==> config.mk <==
export PLATFORM = sky130hd
export DESIGN_NAME = demux_sched_8
export DESIGN_NICKNAME = d
export VERILOG_FILES = /design/src/rtl/demux_sched_pkg.sv /design/src/rtl/demux_sched_8_rr_pick8.sv /design/src/rtl/demux_sched_8.sv
export SDC_FILE = /design/constraint.sdc
export NUM_CORES = 1
export LEC_CHECK = 0
export BUFFER_PORTS_ARGS = -buffer_cell sky130_fd_sc_hd__buf_2
export CELL_PAD_IN_SITES_DETAIL_PLACEMENT = 2
export CELL_PAD_IN_SITES_GLOBAL_PLACEMENT = 2
export CORE_MARGIN = 5
export CORE_UTILIZATION = 30
export DETAILED_ROUTE_END_ITERATION = 6
export PLACE_DENSITY_LB_ADDON = 0.2
export SKIP_LAST_GASP = 1
export SYNTH_ARGS = -nofsm -noshare
export SYNTH_HDL_FRONTEND = slang
export SYNTH_SLANG_ARGS = --single-unit
==> constraint.sdc <==
create_clock -name clk -period 3 [get_ports clk]
set_input_delay 0.3 -clock clk [delete_from_list [all_inputs] [get_ports clk]]
set_output_delay 0.3 -clock clk [all_outputs]
set_load 0.05 [all_outputs]
==> src/rtl/demux_sched_pkg.sv <==
// Shared constants and FSM state type for the 8-way demux scheduler.
package demux_sched_pkg;
    localparam int N_OUT = 8;
    localparam int SEL_W = 3;

    typedef enum logic {
        IDLE = 1'b0,
        HOLD = 1'b1
    } state_t;
endpackage

==> src/rtl/demux_sched_8_rr_pick8.sv <==
// Cyclic first-set search over an 8-bit mask starting at a 3-bit pointer.
module rr_pick8
    import demux_sched_pkg::*;
(
    input  logic [N_OUT-1:0] i_mask,
    input  logic [SEL_W-1:0] i_start,
    output logic [SEL_W-1:0] o_idx,
    output logic             o_found
);
    logic [SEL_W-1:0] w_pos;

    // Walk offsets from farthest to nearest so the nearest set bit wins.
    always_comb begin
        o_idx   = '0;
        o_found = 1'b0;
        w_pos   = '0;
        for (int k = N_OUT - 1; k >= 0; k--) begin
            w_pos = i_start + SEL_W'(k);
            if (i_mask[w_pos]) begin
                o_idx   = w_pos;
                o_found = 1'b1;
            end
        end
    end
endmodule

==> src/rtl/demux_sched_8.sv <==
// One-beat-deep 1-to-8 demux with addressed or round-robin destination choice.
module demux_sched_8
    import demux_sched_pkg::*;
#(
    parameter int CNT_W = 8
) (
    input  logic             clk,
    input  logic             rst_n,
    input  logic             mode,
    input  logic [7:0]       en_mask,
    input  logic             in_valid,
    input  logic             in_data,
    input  logic [2:0]       in_dest,
    output logic             in_ready,
    output logic [7:0]       out_valid,
    output logic [7:0]       out_data,
    input  logic [7:0]       out_ready,
    output logic [2:0]       sel,
    output logic             drop_pulse,
    output logic             busy,
    output logic [CNT_W-1:0] xfer_cnt
);
    state_t             r_state;
    logic [SEL_W-1:0]   r_sel;
    logic [SEL_W-1:0]   r_rr_ptr;
    logic [N_OUT-1:0]   r_out_valid;
    logic [N_OUT-1:0]   r_out_data;
    logic               r_drop;
    logic               r_busy;
    logic [CNT_W-1:0]   r_xfer;

    logic [SEL_W-1:0]   w_rr_idx;
    logic               w_rr_found;
    logic [SEL_W-1:0]   w_target;
    logic               w_masked;
    logic [N_OUT-1:0]   w_onehot;

    rr_pick8 u_pick (
        .i_mask  (en_mask),
        .i_start (r_rr_ptr),
        .o_idx   (w_rr_idx),
        .o_found (w_rr_found)
    );

    // Ready is the only combinational output; gated by rst_n so it is low in reset.
    assign in_ready = rst_n && (r_state == IDLE) && (!mode || (en_mask != '0));
    assign w_target = mode ? w_rr_idx : in_dest;
    assign w_masked = mode ? !w_rr_found : !en_mask[in_dest];
    assign w_onehot = N_OUT'(1) << w_target;

    always_ff @(posedge clk or negedge rst_n) begin
        if (!rst_n) begin
            r_state     <= IDLE;
            r_sel       <= '0;
            r_rr_ptr    <= '0;
            r_out_valid <= '0;
            r_out_data  <= '0;
            r_drop      <= 1'b0;
            r_busy      <= 1'b0;
            r_xfer      <= '0;
        end else begin
            r_drop <= 1'b0;
            case (r_state)
                IDLE: begin
                    if (in_valid && in_ready) begin
                        if (w_masked) begin
                            r_drop <= 1'b1;
                        end else begin
                            r_sel       <= w_target;
                            r_out_valid <= w_onehot;
                            r_out_data  <= in_data ? w_onehot : '0;
                            r_busy      <= 1'b1;
                            r_state     <= HOLD;
                        end
                    end
                end
                HOLD: begin
                    if (out_ready[r_sel]) begin
                        r_xfer      <= r_xfer + {{(CNT_W-1){1'b0}}, 1'b1};
                        r_rr_ptr    <= r_sel + SEL_W'(1);
                        r_out_valid <= '0;
                        r_out_data  <= '0;
                        r_busy      <= 1'b0;
                        r_state     <= IDLE;
                    end
                end
                default: r_state <= IDLE;
            endcase
        end
    end

    assign out_valid  = r_out_valid;
    assign out_data   = r_out_data;
    assign sel        = r_sel;
    assign drop_pulse = r_drop;
    assign busy       = r_busy;
    assign xfer_cnt   = r_xfer;
endmodule

After elaboration in Yosys (flattened, before gate mapping)

Cells that the tools add are included.
W data, S select, Z words.

Bits in registers: 33
Logic and storage cells: 101
Output and inout bits: 30
Input bits: 24

Eq/ne operators: 3
Mux-type cells: 57
$add $sub $neg: 9
Reduce and logical (&&, ||, !) cells: 11
$lt $le $gt $ge: 10
Shift operators: 1
Bitwise operators: 2

Operator list:

| operator              | number |
|---|---|
| $mux W8               | 6 |
| $lt A3 B4 Y1 const B  | 10 |
| $pmux W8 S2           | 2 |
| $bmux W1 S3           | 10 |
| $mux W1               | 28 |
| $mux W3               | 9 |
| $add A3 B3 Y3 const B | 4 |
| $add A8 B1 Y8 const B | 1 |
| $reduce_bool A8 Y1    | 1 |
| $shl A1 B3 Y8 const A | 1 |
| $add A3 B1 Y3 const B | 2 |
| $add A3 B2 Y3 const B | 2 |
| $reduce_and A3 Y1     | 2 |
| $ne A2 B1 Y1 const B  | 2 |
| $pmux W1 S2           | 2 |
| $logic_and A1 B1 Y1   | 3 |
| $logic_not A1 Y1      | 3 |
| $ne A2 B2 Y1 const B  | 1 |
| $not A1 Y1            | 2 |
| $reduce_and A2 Y1     | 1 |
| $logic_or A1 B1 Y1    | 1 |

Longest topological paths before layout

Gate-level depths: netlist of the first run.

Depth after elaboration: 17
Mapped depth: 13
Depth with buffers taken out: 8

Cells and area by module

From an unflattened synthesis of the first run, not the netlist that was laid out.

Cells, all modules: 249
Area, all modules: 2,477.4 um2

Modules (own cells, without submodules):

| module        | times used | seq. area each (um2) | cells each | area each (um2) |
|---|---|---|---|---|
| demux_sched_8 | 1          | 825.8                | 159        | 1,695.4 |
| rr_pick8      | 1          | 0.0                  | 90         | 782.0 |

Worst setup path before layout of the first run

Ideal clock, no wire load.

Kind: reg2reg
Start point: register r_rr_ptr[1]
End point: register r_out_data[2], in the netlist out_data[2]
Stages on the path, launching flop included: 13
Clock period less this slack: 3.250 ns
Setup time: 0.096 ns
Setup slack: -0.250 ns
Arrival: 3.155 ns
Required time: 2.904 ns
Buffers on the path: 4
Cell sequence: dfrtp_1 -> buf_6 -> clkbuf_1 -> inv_1 -> ha_1 -> clkbuf_1 -> mux4_2 -> mux2i_4 -> o21ai_1 -> a211o_1 -> o211a_1 -> buf_6 -> o31ai_1

Cells in the longest elaborated chain, start to end: 17
Elaborated cells between the ends (all ways): 49
Those cells by class: add/sub (7); eq/ne (1); shift (1); mux (38); reduce/logical (2)

RTL lines:

| element                       | line                         | text |
|---|---|---|
| from (decl)                   | demux_sched_8.sv:25          | `logic [SEL_W-1:0] r_rr_ptr;` |
| from (signal assigned)        | demux_sched_8.sv:80          | `r_rr_ptr <= r_sel + SEL_W'(1);` |
| $add A3 B3 Y3                 | demux_sched_8_rr_pick8.sv:18 | `w_pos = i_start + SEL_W'(k);` |
| $bmux W1 S3                   | demux_sched_8_rr_pick8.sv:19 | `if (i_mask[w_pos]) begin` |
| $mux W1 (implied by the code) | demux_sched_8_rr_pick8.sv:19 |  |
| $mux W3 (8 in series)         | demux_sched_8_rr_pick8.sv:19 |  |
| $mux W3                       | demux_sched_8.sv:47          | `assign w_target = mode ? w_rr_idx : in_dest;` |
| $shl A1 B3 Y8                 | demux_sched_8.sv:49          | `assign w_onehot = N_OUT'(1) << w_target;` |
| $mux W8                       | demux_sched_8.sv:71          | `r_out_data <= in_data ? w_onehot : '0;` |
| $mux W8                       | demux_sched_8.sv:66          | `if (w_masked) begin` |
| $mux W8                       | demux_sched_8.sv:65          | `if (in_valid && in_ready) begin` |
| $pmux W8 S2                   | demux_sched_8.sv:63          | `case (r_state)` |
| to (signal assigned)          | demux_sched_8.sv:71          |  |
| to (decl)                     | demux_sched_8.sv:27          | `logic [N_OUT-1:0] r_out_data;` |

Parallel ways exist; a longest one is shown, timed or not. The select of a mux whose other input is x is not followed.
A chain may end at the register's enable or synchronous reset.

Final worst setup path of the first run

Start point: register r_rr_ptr[0]
End point: register r_out_data[3], in the netlist out_data[3]

Same word-level chain as after synthesis.

==> flow_metrics.env, run 1 <==
export IMPL_clock_power_share_pct=9.5
export IMPL_netSwitchingPower_mw=2.08
export IMPL_antenna_diode_count=0
export IMPL_crit_path_category="reg -> reg"
export IMPL_slew_violations=0
export IMPL_row_count=33
export IMPL_grt_max_degree=34
export IMPL_dieArea_sq_mm=0.0104
export IMPL_ir_worst_vdd_mv=0.474
export IMPL_design_final_nets=319
export IMPL_globalRoute_totalOverflow=0
export IMPL_yosys_warnings=0
export IMPL_synth_edff_count=0
export IMPL_seq_area_frac_synth_pct=32.6
export IMPL_post_synthesis_sequential_element_count=33
export IMPL_post_synth_top_area_fraction_pct=32.6
export IMPL_status="finished, final reports clean"
export IMPL_dr_total_vias=2214
export IMPL_clk_transition_reported_paths_ns=0.07
export IMPL_regToRegStartpoint="r_rr_ptr[0]"
export IMPL_relative_slew_slack_pct=60.8
export IMPL_drive_gt1_share_pct=38.7
export IMPL_cts_path_max_buffers=2
export IMPL_clock_skew_ns=0.00586
export IMPL_wire_per_inst_um=19.8
export IMPL_power_sequential_fraction_pct=19.3
export IMPL_timing_critical_path_from="r_rr_ptr[0]"
export IMPL_die_h_um=102
export IMPL_cts_buffers_inserted=5
export IMPL_floorplan_die_width_um=102
export IMPL_htree_num_levels=2
export IMPL_fin_setup_tns_ns=0
export IMPL_hpwlAfterDp_um=6110
export IMPL_finish_cell_count_without_fillers=397
export IMPL_setup_viol_count_final=0
export IMPL_max_cap_violations=0
export IMPL_routed_via_density=5.58
export IMPL_synth_async_reset_ratio_pct=100
export IMPL_dpl_cell_area_sq_mm=0.00292
export IMPL_yosysTopAreaCell="sky130_fd_sc_hd__dfrtp_1"
export IMPL_clk_latency_ns=0.29
export IMPL_grt_first_pass_wirelength_um=13100
export IMPL_initial_utilization_pct=30.8
export IMPL_setup_worst_path_start_class="register"
export IMPL_tightest_slew_ns=0.587
export IMPL_min_path_type="in -> async"
export IMPL_route_detailed_drc=0
export IMPL_number_of_global_route_vias_before_repair=2412
export IMPL_tritoncts="done"
export IMPL_final_critical_delay_including_setup_and_external_delays_ns=2.80
export IMPL_floorplan_io_pins=54
export IMPL_critical_path_arrival_ns=3.00
export IMPL_antenna_violations_before_repair=0
export IMPL_power_share_of_the_combinational_group_pct=71.2
export IMPL_grtUsageTotal_pct=16.1
export IMPL_power_static_leakage_nw=1.33
export IMPL_coreArea_sq_mm=0.00822
export IMPL_power_share_switching_pct=52.7
export IMPL_route_antenna_remaining_nets=0
export IMPL_synth_cell_types=59
export IMPL_netlist_area_sq_mm=0.00253
export IMPL_timing_final_crit_share_pct=93.4
export IMPL_power_per_cell_area_mw_per_mm2=1300
export IMPL_top_post_synthesis_cells_by_area="sky130_fd_sc_hd__dfrtp_1 (33%), sky130_fd_sc_hd__mux4_2 (15%), sky130_fd_sc_hd__mux2_2 (4.4%)"
export IMPL_crit_path_max_fanout=9
export IMPL_detailedRoute_firstPassIterationCount=4
export IMPL_grt_setup_unrepaired="no"
export IMPL_p_int_mw=1.87
export IMPL_hold_violations=0
export IMPL_detail_route_wirelength_um=7860
export IMPL_timing_critical_path_required_ns=3.19
export IMPL_critPathCaptureType="register"
export IMPL_layout_cell_area_non_filler_sq_mm=0.00303
export IMPL_gp_congestion=0.788
export IMPL_synth_fp_nets=264
export IMPL_syn_avg_cell_area_sq_um=10.7
export IMPL_placed_cells_incl_taps=389
export IMPL_drtIter0Drc=60
export IMPL_synth_top_flop_cell="sky130_fd_sc_hd__dfrtp_1"
export IMPL_clkSinkCount=33
export IMPL_post_synth_inst_count=236
export IMPL_syn_to_final_growth_pct=19.7
export IMPL_port_buffers=53
export IMPL_fmax_mhz=357
export IMPL_master_cell_of_the_clock_root_buffer="sky130_fd_sc_hd__clkbuf_8"
## kinds of logic (layout without fill, tap and decap cells)
family	Yosys count	after routing	share of synthesized area (%)
mux	38	38	25.4
fa+ha+maj	4	4	1.98
simple gates	59	59	11.4
buf+inv	24	80	4.99
xor+xnor	10	10	3.46
compound gates	68	68	20.1
flops	33	33	32.6
## cells in the mapped netlist, drive strengths merged (4+ instances only)
master and number:
a21oi 6, buf 7, clkbuf 8, dfrtp 33
ha 4, inv 9, mux2 12, mux2i 8
mux4 18, nand2 25, nand3 10, nor2 6
o21ai 16, o31ai 16, xnor2 7
## power groups by stage
| stage | Sequential (mW) | Clock (mW) | Combinational [mW] |
|---|---|---|---|
| floorplan | 1.19 | 0 | 1.74 |
| global placement | 0.772 | 0 | 2.76 |
| detailed placement | 0.778 | 0 | 2.83 |
| CTS | 0.772 | 0.389 | 2.84 |
| global route | 0.796 | 0.411 | 3.06 |
| finish | 0.765 | 0.374 | 2.82 |
## through the flow
step | hold WS, ns | power, mW | utilization, % | worst slack, ns
after global placement | 0.456 | 3.53 | 35.6 | 0.236
after global routing | 0.165 | 4.27 | 36.9 | 0.0103
final | 0.125 | 3.95 | 36.9 | 0.198
after floorplan | 0.00441 | 2.93 | - | 0.0110
after detailed placement | 0.458 | 3.61 | 35.6 | 0.113
after CTS | 0.142 | 4.00 | 36.8 | 0.106
## worst max-delay path: stages (launching register included)
cell                      delay, ns
sky130_fd_sc_hd__dfrtp_1       0.40
sky130_fd_sc_hd__inv_1         0.08
sky130_fd_sc_hd__ha_1          0.40
sky130_fd_sc_hd__mux4_2        0.60
sky130_fd_sc_hd__mux2i_4       0.22
sky130_fd_sc_hd__o21ai_1       0.10
sky130_fd_sc_hd__a211o_1       0.32
sky130_fd_sc_hd__o211a_2       0.34
sky130_fd_sc_hd__o31ai_1       0.26
## cell usage in the layout, fill, tap and decap left out, drive strengths merged, types with 3 or more instances in the layout
| cell | netlist | final |
|---|---|---|
| xnor2 | 7 | 7 |
| buf | 7 | 63 |
| o211ai | 3 | 3 |
| o31ai | 16 | 16 |
| mux2 | 12 | 12 |
| mux4 | 18 | 18 |
| nor2 | 6 | 6 |
| ha | 4 | 4 |
| inv | 9 | 9 |
| xor2 | 3 | 3 |
| a21oi | 6 | 6 |
| mux2i | 8 | 8 |
| nand3 | 10 | 10 |
| o21ai | 16 | 16 |
| nor3 | 3 | 3 |
| clkbuf | 8 | 7 |
| nor2b | 3 | 3 |
| o21a | 3 | 3 |
| dfrtp | 33 | 33 |
| nand2 | 25 | 25 |
## cell type report
type,instances,area (sq um)
timing repair buffer,63,353
inverter,9,33.8
clock buffer,7,96.3
sequential,33,826
multi-input combinational,179,1590
clock inverter,1,5.00
fill,930,5180
tap,105,131
## what timing repair did
action,4_1_cts,5_1_grt
endpoints found under the setup margin,0,9
gates resized for setup,0,3
setup buffers,0,0
hold buffers,0,0
## layer usage
metal,wire length (um),global-route usage [%],vias up
li1,-,-,1024
met1,3630,22.0,1141
met2,3900,27.0,42
met3,255,3.00,7
met4,73,3.03,0
met5,0,0,-
## flip-flops by register name (all words and copies together), names as in the netlist
signal	cells
busy	1
xfer_cnt	8
drop_pulse	1
out_valid	8
sel	3
out_data	8
r_rr_ptr	3
r_state	1
## path summary, 6_finish.rpt
path                                end  slack (ns)  depth (start not counted)
max in group asynchronous   xfer_cnt[6]        2.56                          2
min reg2reg                 out_data[1]        0.47                          2
min                        out_valid[0]        0.13                          2
max reg2reg                 out_data[3]        0.20                          8
min in group clk             drop_pulse        0.35                          2
max                         out_data[3]        0.20                          8
Note: power is estimated with default switching activity, not from simulation.
==> inputs of run 2 (changes only) <==
--- a/config.mk
+++ b/config.mk
@@ -15,4 +15,5 @@
 export SKIP_LAST_GASP = 1
 export SYNTH_ARGS = -nofsm -noshare
 export SYNTH_HDL_FRONTEND = slang
+export SYNTH_HIERARCHICAL = 1
 export SYNTH_SLANG_ARGS = --single-unit
==> run 2 against run 1 <==
Register-to-register slack worse by 0.16 ns. Total power up 4.5%. Global-route usage is 1.3 points higher. First-iteration DRC count down 15%. Area after synthesis is 2.2% lower. Largest cell class unchanged. Largest power group unchanged.
==> flow_metrics.env, run 2 <==
export IMPL_yosys_warnings=6
export IMPL_relative_slew_slack_pct=63.6
export IMPL_grtUsageTotal_pct=17.4
export IMPL_grt_busiest_layer="met2"
export IMPL_grt_first_pass_wirelength_um=13900
export IMPL_power_per_cell_area_mw_per_mm2=1240
export IMPL_power_static_leakage_nw=1.54
export IMPL_row_count=33
export IMPL_final_critical_delay_including_setup_and_external_delays_ns=2.96
export IMPL_slew_violations=0
export IMPL_synth_top_cells_by_count="sky130_fd_sc_hd__dfrtp_1 (33), sky130_fd_sc_hd__nand2_1 (24), sky130_fd_sc_hd__nand3_1 (20)"
export IMPL_detail_route_wirelength_um=8960
export IMPL_use_met2_pct=32.2
export IMPL_rr_endpoint="out_data[7]"
export IMPL_hold_violations=0
export IMPL_die_h_um=101
export IMPL_final_seq_area_sq_um=828
export IMPL_gp_congestion=0.786
export IMPL_dieArea_sq_mm=0.0102
export IMPL_dr_total_vias=2359
export IMPL_htree_num_levels=2
export IMPL_status="finished, final reports clean"
export IMPL_antenna_violations_before_repair=1
export IMPL_regToRegStartpoint="r_rr_ptr[0]"
export IMPL_critPathCaptureType="register"
export IMPL_post_synthesis_sequential_element_count=33
export IMPL_crit_path_category="reg -> reg"
export IMPL_design_final_nets=361
export IMPL_fill_cells=908
export IMPL_dpl_cell_area_sq_mm=0.00299
export IMPL_ir_worst_vdd_mv=0.537
export IMPL_grt_util_met3_pct=2.63
export IMPL_netlist_area_sq_mm=0.00248
export IMPL_setup_worst_path_start_class="register"
export IMPL_cts_path_max_buffers=2
export IMPL_grt_setup_unrepaired="yes"
export IMPL_top_post_synthesis_cells_by_area="sky130_fd_sc_hd__dfrtp_1 (33%), sky130_fd_sc_hd__mux4_2 (5.5%), sky130_fd_sc_hd__mux4_1 (5.3%)"
export IMPL_critical_path_arrival_ns=3.12
export IMPL_detailedRoute_firstPassIterationCount=4
export IMPL_route_antenna_remaining_nets=0
export IMPL_timing_critical_path_from="r_rr_ptr[0]"
export IMPL_grt_use_met1_pct=21.4
export IMPL_most_common_library_cell_in_the_layout_ignoring_fill_and_taps="sky130_fd_sc_hd__buf_2"
export IMPL_clock_skew_ns=0.00754
export IMPL_initial_utilization_pct=30.5
export IMPL_tightest_slew_ns=0.544
export IMPL_synth_most_common_cell="sky130_fd_sc_hd__dfrtp_1"
export IMPL_clkSinkCount=33
export IMPL_fin_total_pwr_mw=4.13
export IMPL_post_synth_inst_count=249
export IMPL_setup_viol_count_final=0
export IMPL_most_common_layout_cells="sky130_fd_sc_hd__buf_2 (53), sky130_fd_sc_hd__buf_4 (34), sky130_fd_sc_hd__dfrtp_1 (31)"
export IMPL_routed_via_density=5.39
export IMPL_clk_latency_ns=0.29
export IMPL_route_detailed_drc=0
export IMPL_hpwlAfterDp_um=6510
export IMPL_grt_max_degree=41
export IMPL_port_buffers=53
export IMPL_wire_per_inst_um=20.5
export IMPL_antenna_diode_count=0
export IMPL_r2r_slack_ns=0.04
export IMPL_floorplan_io_pins=54
export IMPL_drtIter0Drc=51
export IMPL_max_cap_violations=0
export IMPL_crit_path_max_fanout=7
export IMPL_floorplan_die_width_um=101
export IMPL_drive_gt1_share_pct=45.6
export IMPL_fmax_mhz=338
export IMPL_yosysTopAreaCell="sky130_fd_sc_hd__dfrtp_1"
export IMPL_min_path_type="in -> async"
export IMPL_syn_avg_cell_area_sq_um=9.95
export IMPL_cts_buffers_inserted=5
export IMPL_hold_buffers=0
export IMPL_master_cell_of_the_clock_root_buffer="sky130_fd_sc_hd__clkbuf_8"
export IMPL_timing_final_crit_share_pct=98.6
export IMPL_tritoncts="done"
export IMPL_synth_edff_count=0
export IMPL_synth_async_reset_ratio_pct=100
export IMPL_layout_cell_area_non_filler_sq_mm=0.00334
export IMPL_timing_reg2reg_worst_path_depth=13
export IMPL_synth_fp_nets=277
export IMPL_post_synth_top_area_fraction_pct=33.3
export IMPL_clk_transition_reported_paths_ns=0.07
export IMPL_number_of_global_route_vias_before_repair=2632
export IMPL_globalRoute_totalOverflow=0
export IMPL_seq_area_frac_synth_pct=33.3
export IMPL_timing_critical_path_required_ns=3.16
export IMPL_synth_top_flop_cell="sky130_fd_sc_hd__dfrtp_1"
export IMPL_synth_cell_types=58
export IMPL_syn_to_final_growth_pct=34.7
export IMPL_coreArea_sq_mm=0.00813
export IMPL_multi_input_comb_area_sq_mm=0.00162
-- run 2: changes by cell type after synthesis, moves of 4 or more --
| cell | change |
|---|---|
| sky130_fd_sc_hd__nand3_1 | +11 |
| sky130_fd_sc_hd__mux2i_1 | +4 |
| sky130_fd_sc_hd__mux2_2 | -4 |
| sky130_fd_sc_hd__nor4_1 | +4 |
| sky130_fd_sc_hd__mux4_2 | -11 |
| sky130_fd_sc_hd__o21ai_0 | -6 |
| sky130_fd_sc_hd__xor2_1 | +4 |
| sky130_fd_sc_hd__nor2_1 | +7 |
| sky130_fd_sc_hd__clkbuf_1 | -5 |
| sky130_fd_sc_hd__mux4_1 | +4 |
-- run 2: worst max path at each step --
stage                     depth (start not counted)            to  slack (ns)
after global routing                             13   out_data[7]       -0.13
after CTS                                        13   out_data[5]      0.0004
after detailed placement                         11   out_data[0]       -0.23
after global placement                            9  out_valid[6]       -0.16
after floorplan                                  17   out_data[1]       -0.12
final                                            13   out_data[7]        0.04
-- run 2: cell type report --
cell class	count	share of cell area, %
multi-input cells	189	48.5
repair buffers	93	18.7
clock buffers	7	2.59
inverters	11	1.46
well taps	105	3.94
flip-flops and latches	33	24.8
-- run 2: critical path: stages (launching register included) --
cell and delay, ns:
sky130_fd_sc_hd__dfrtp_2 0.45, sky130_fd_sc_hd__inv_4 0.05, sky130_fd_sc_hd__ha_4 0.29, sky130_fd_sc_hd__mux4_2 0.35, sky130_fd_sc_hd__mux2_4 0.31, sky130_fd_sc_hd__o21ai_2 0.12
sky130_fd_sc_hd__a31oi_1 0.09, sky130_fd_sc_hd__o21bai_1 0.19, sky130_fd_sc_hd__mux2_4 0.34, sky130_fd_sc_hd__mux2i_4 0.23, sky130_fd_sc_hd__or2_4 0.21, sky130_fd_sc_hd__inv_2 0.05
sky130_fd_sc_hd__nand2_4 0.08, sky130_fd_sc_hd__o31ai_1 0.08
-- run 2: logic make-up after synthesis --
family / after synthesis / synth area share (%)
adder cells (fa/ha/maj): 4 / 2.02
multiplexers: 30 / 19.0
buffers and inverters: 27 / 6.67
AO/OA/AOI/OAI: 60 / 18.4
AND/OR/NAND/NOR: 84 / 16.7
flip-flops: 33 / 33.3
XOR/XNOR: 11 / 3.89
-- run 2: per-stage QoR --
stage	cells	setup TNS [ns]	util (%)	setup WS, ns	hold slack, ns
3_5_place_dp	418	-2.78	36.8	-0.229	0.406
4_1_cts	428	0	38.7	0.000437	0.0963
5_1_grt	438	-1.52	41.0	-0.133	0.130
2_1_floorplan	249	-0.562	-	-0.123	0.00441
6_report	438	0	41.0	0.0414	0.0685
3_3_place_gp	418	-1.43	36.8	-0.155	0.406
-- run 2: routing by layer --
metal  part of all wire [%]  routed length (um)
met1                     42                3770
met2                     54                4880
met3                    2.9                 260
met4                   0.45                  40
met5                   0.15                  13
-- run 2: repair_timing --
action,4_1_cts,5_1_grt
endpoints found under the setup margin,21,19
pin swaps,2,8
setup buffers,3,7
resized for setup,13,21
gates cloned,0,3
-- run 2: power by group --
group / leakage [nW] / internal (mW) / switching (mW)
Combinational: 1.06 / 1.25 / 1.78
Sequential: 0.432 / 0.589 / 0.175
Clock: 0.0443 / 0.182 / 0.162
Total: 1.54 / 2.02 / 2.12
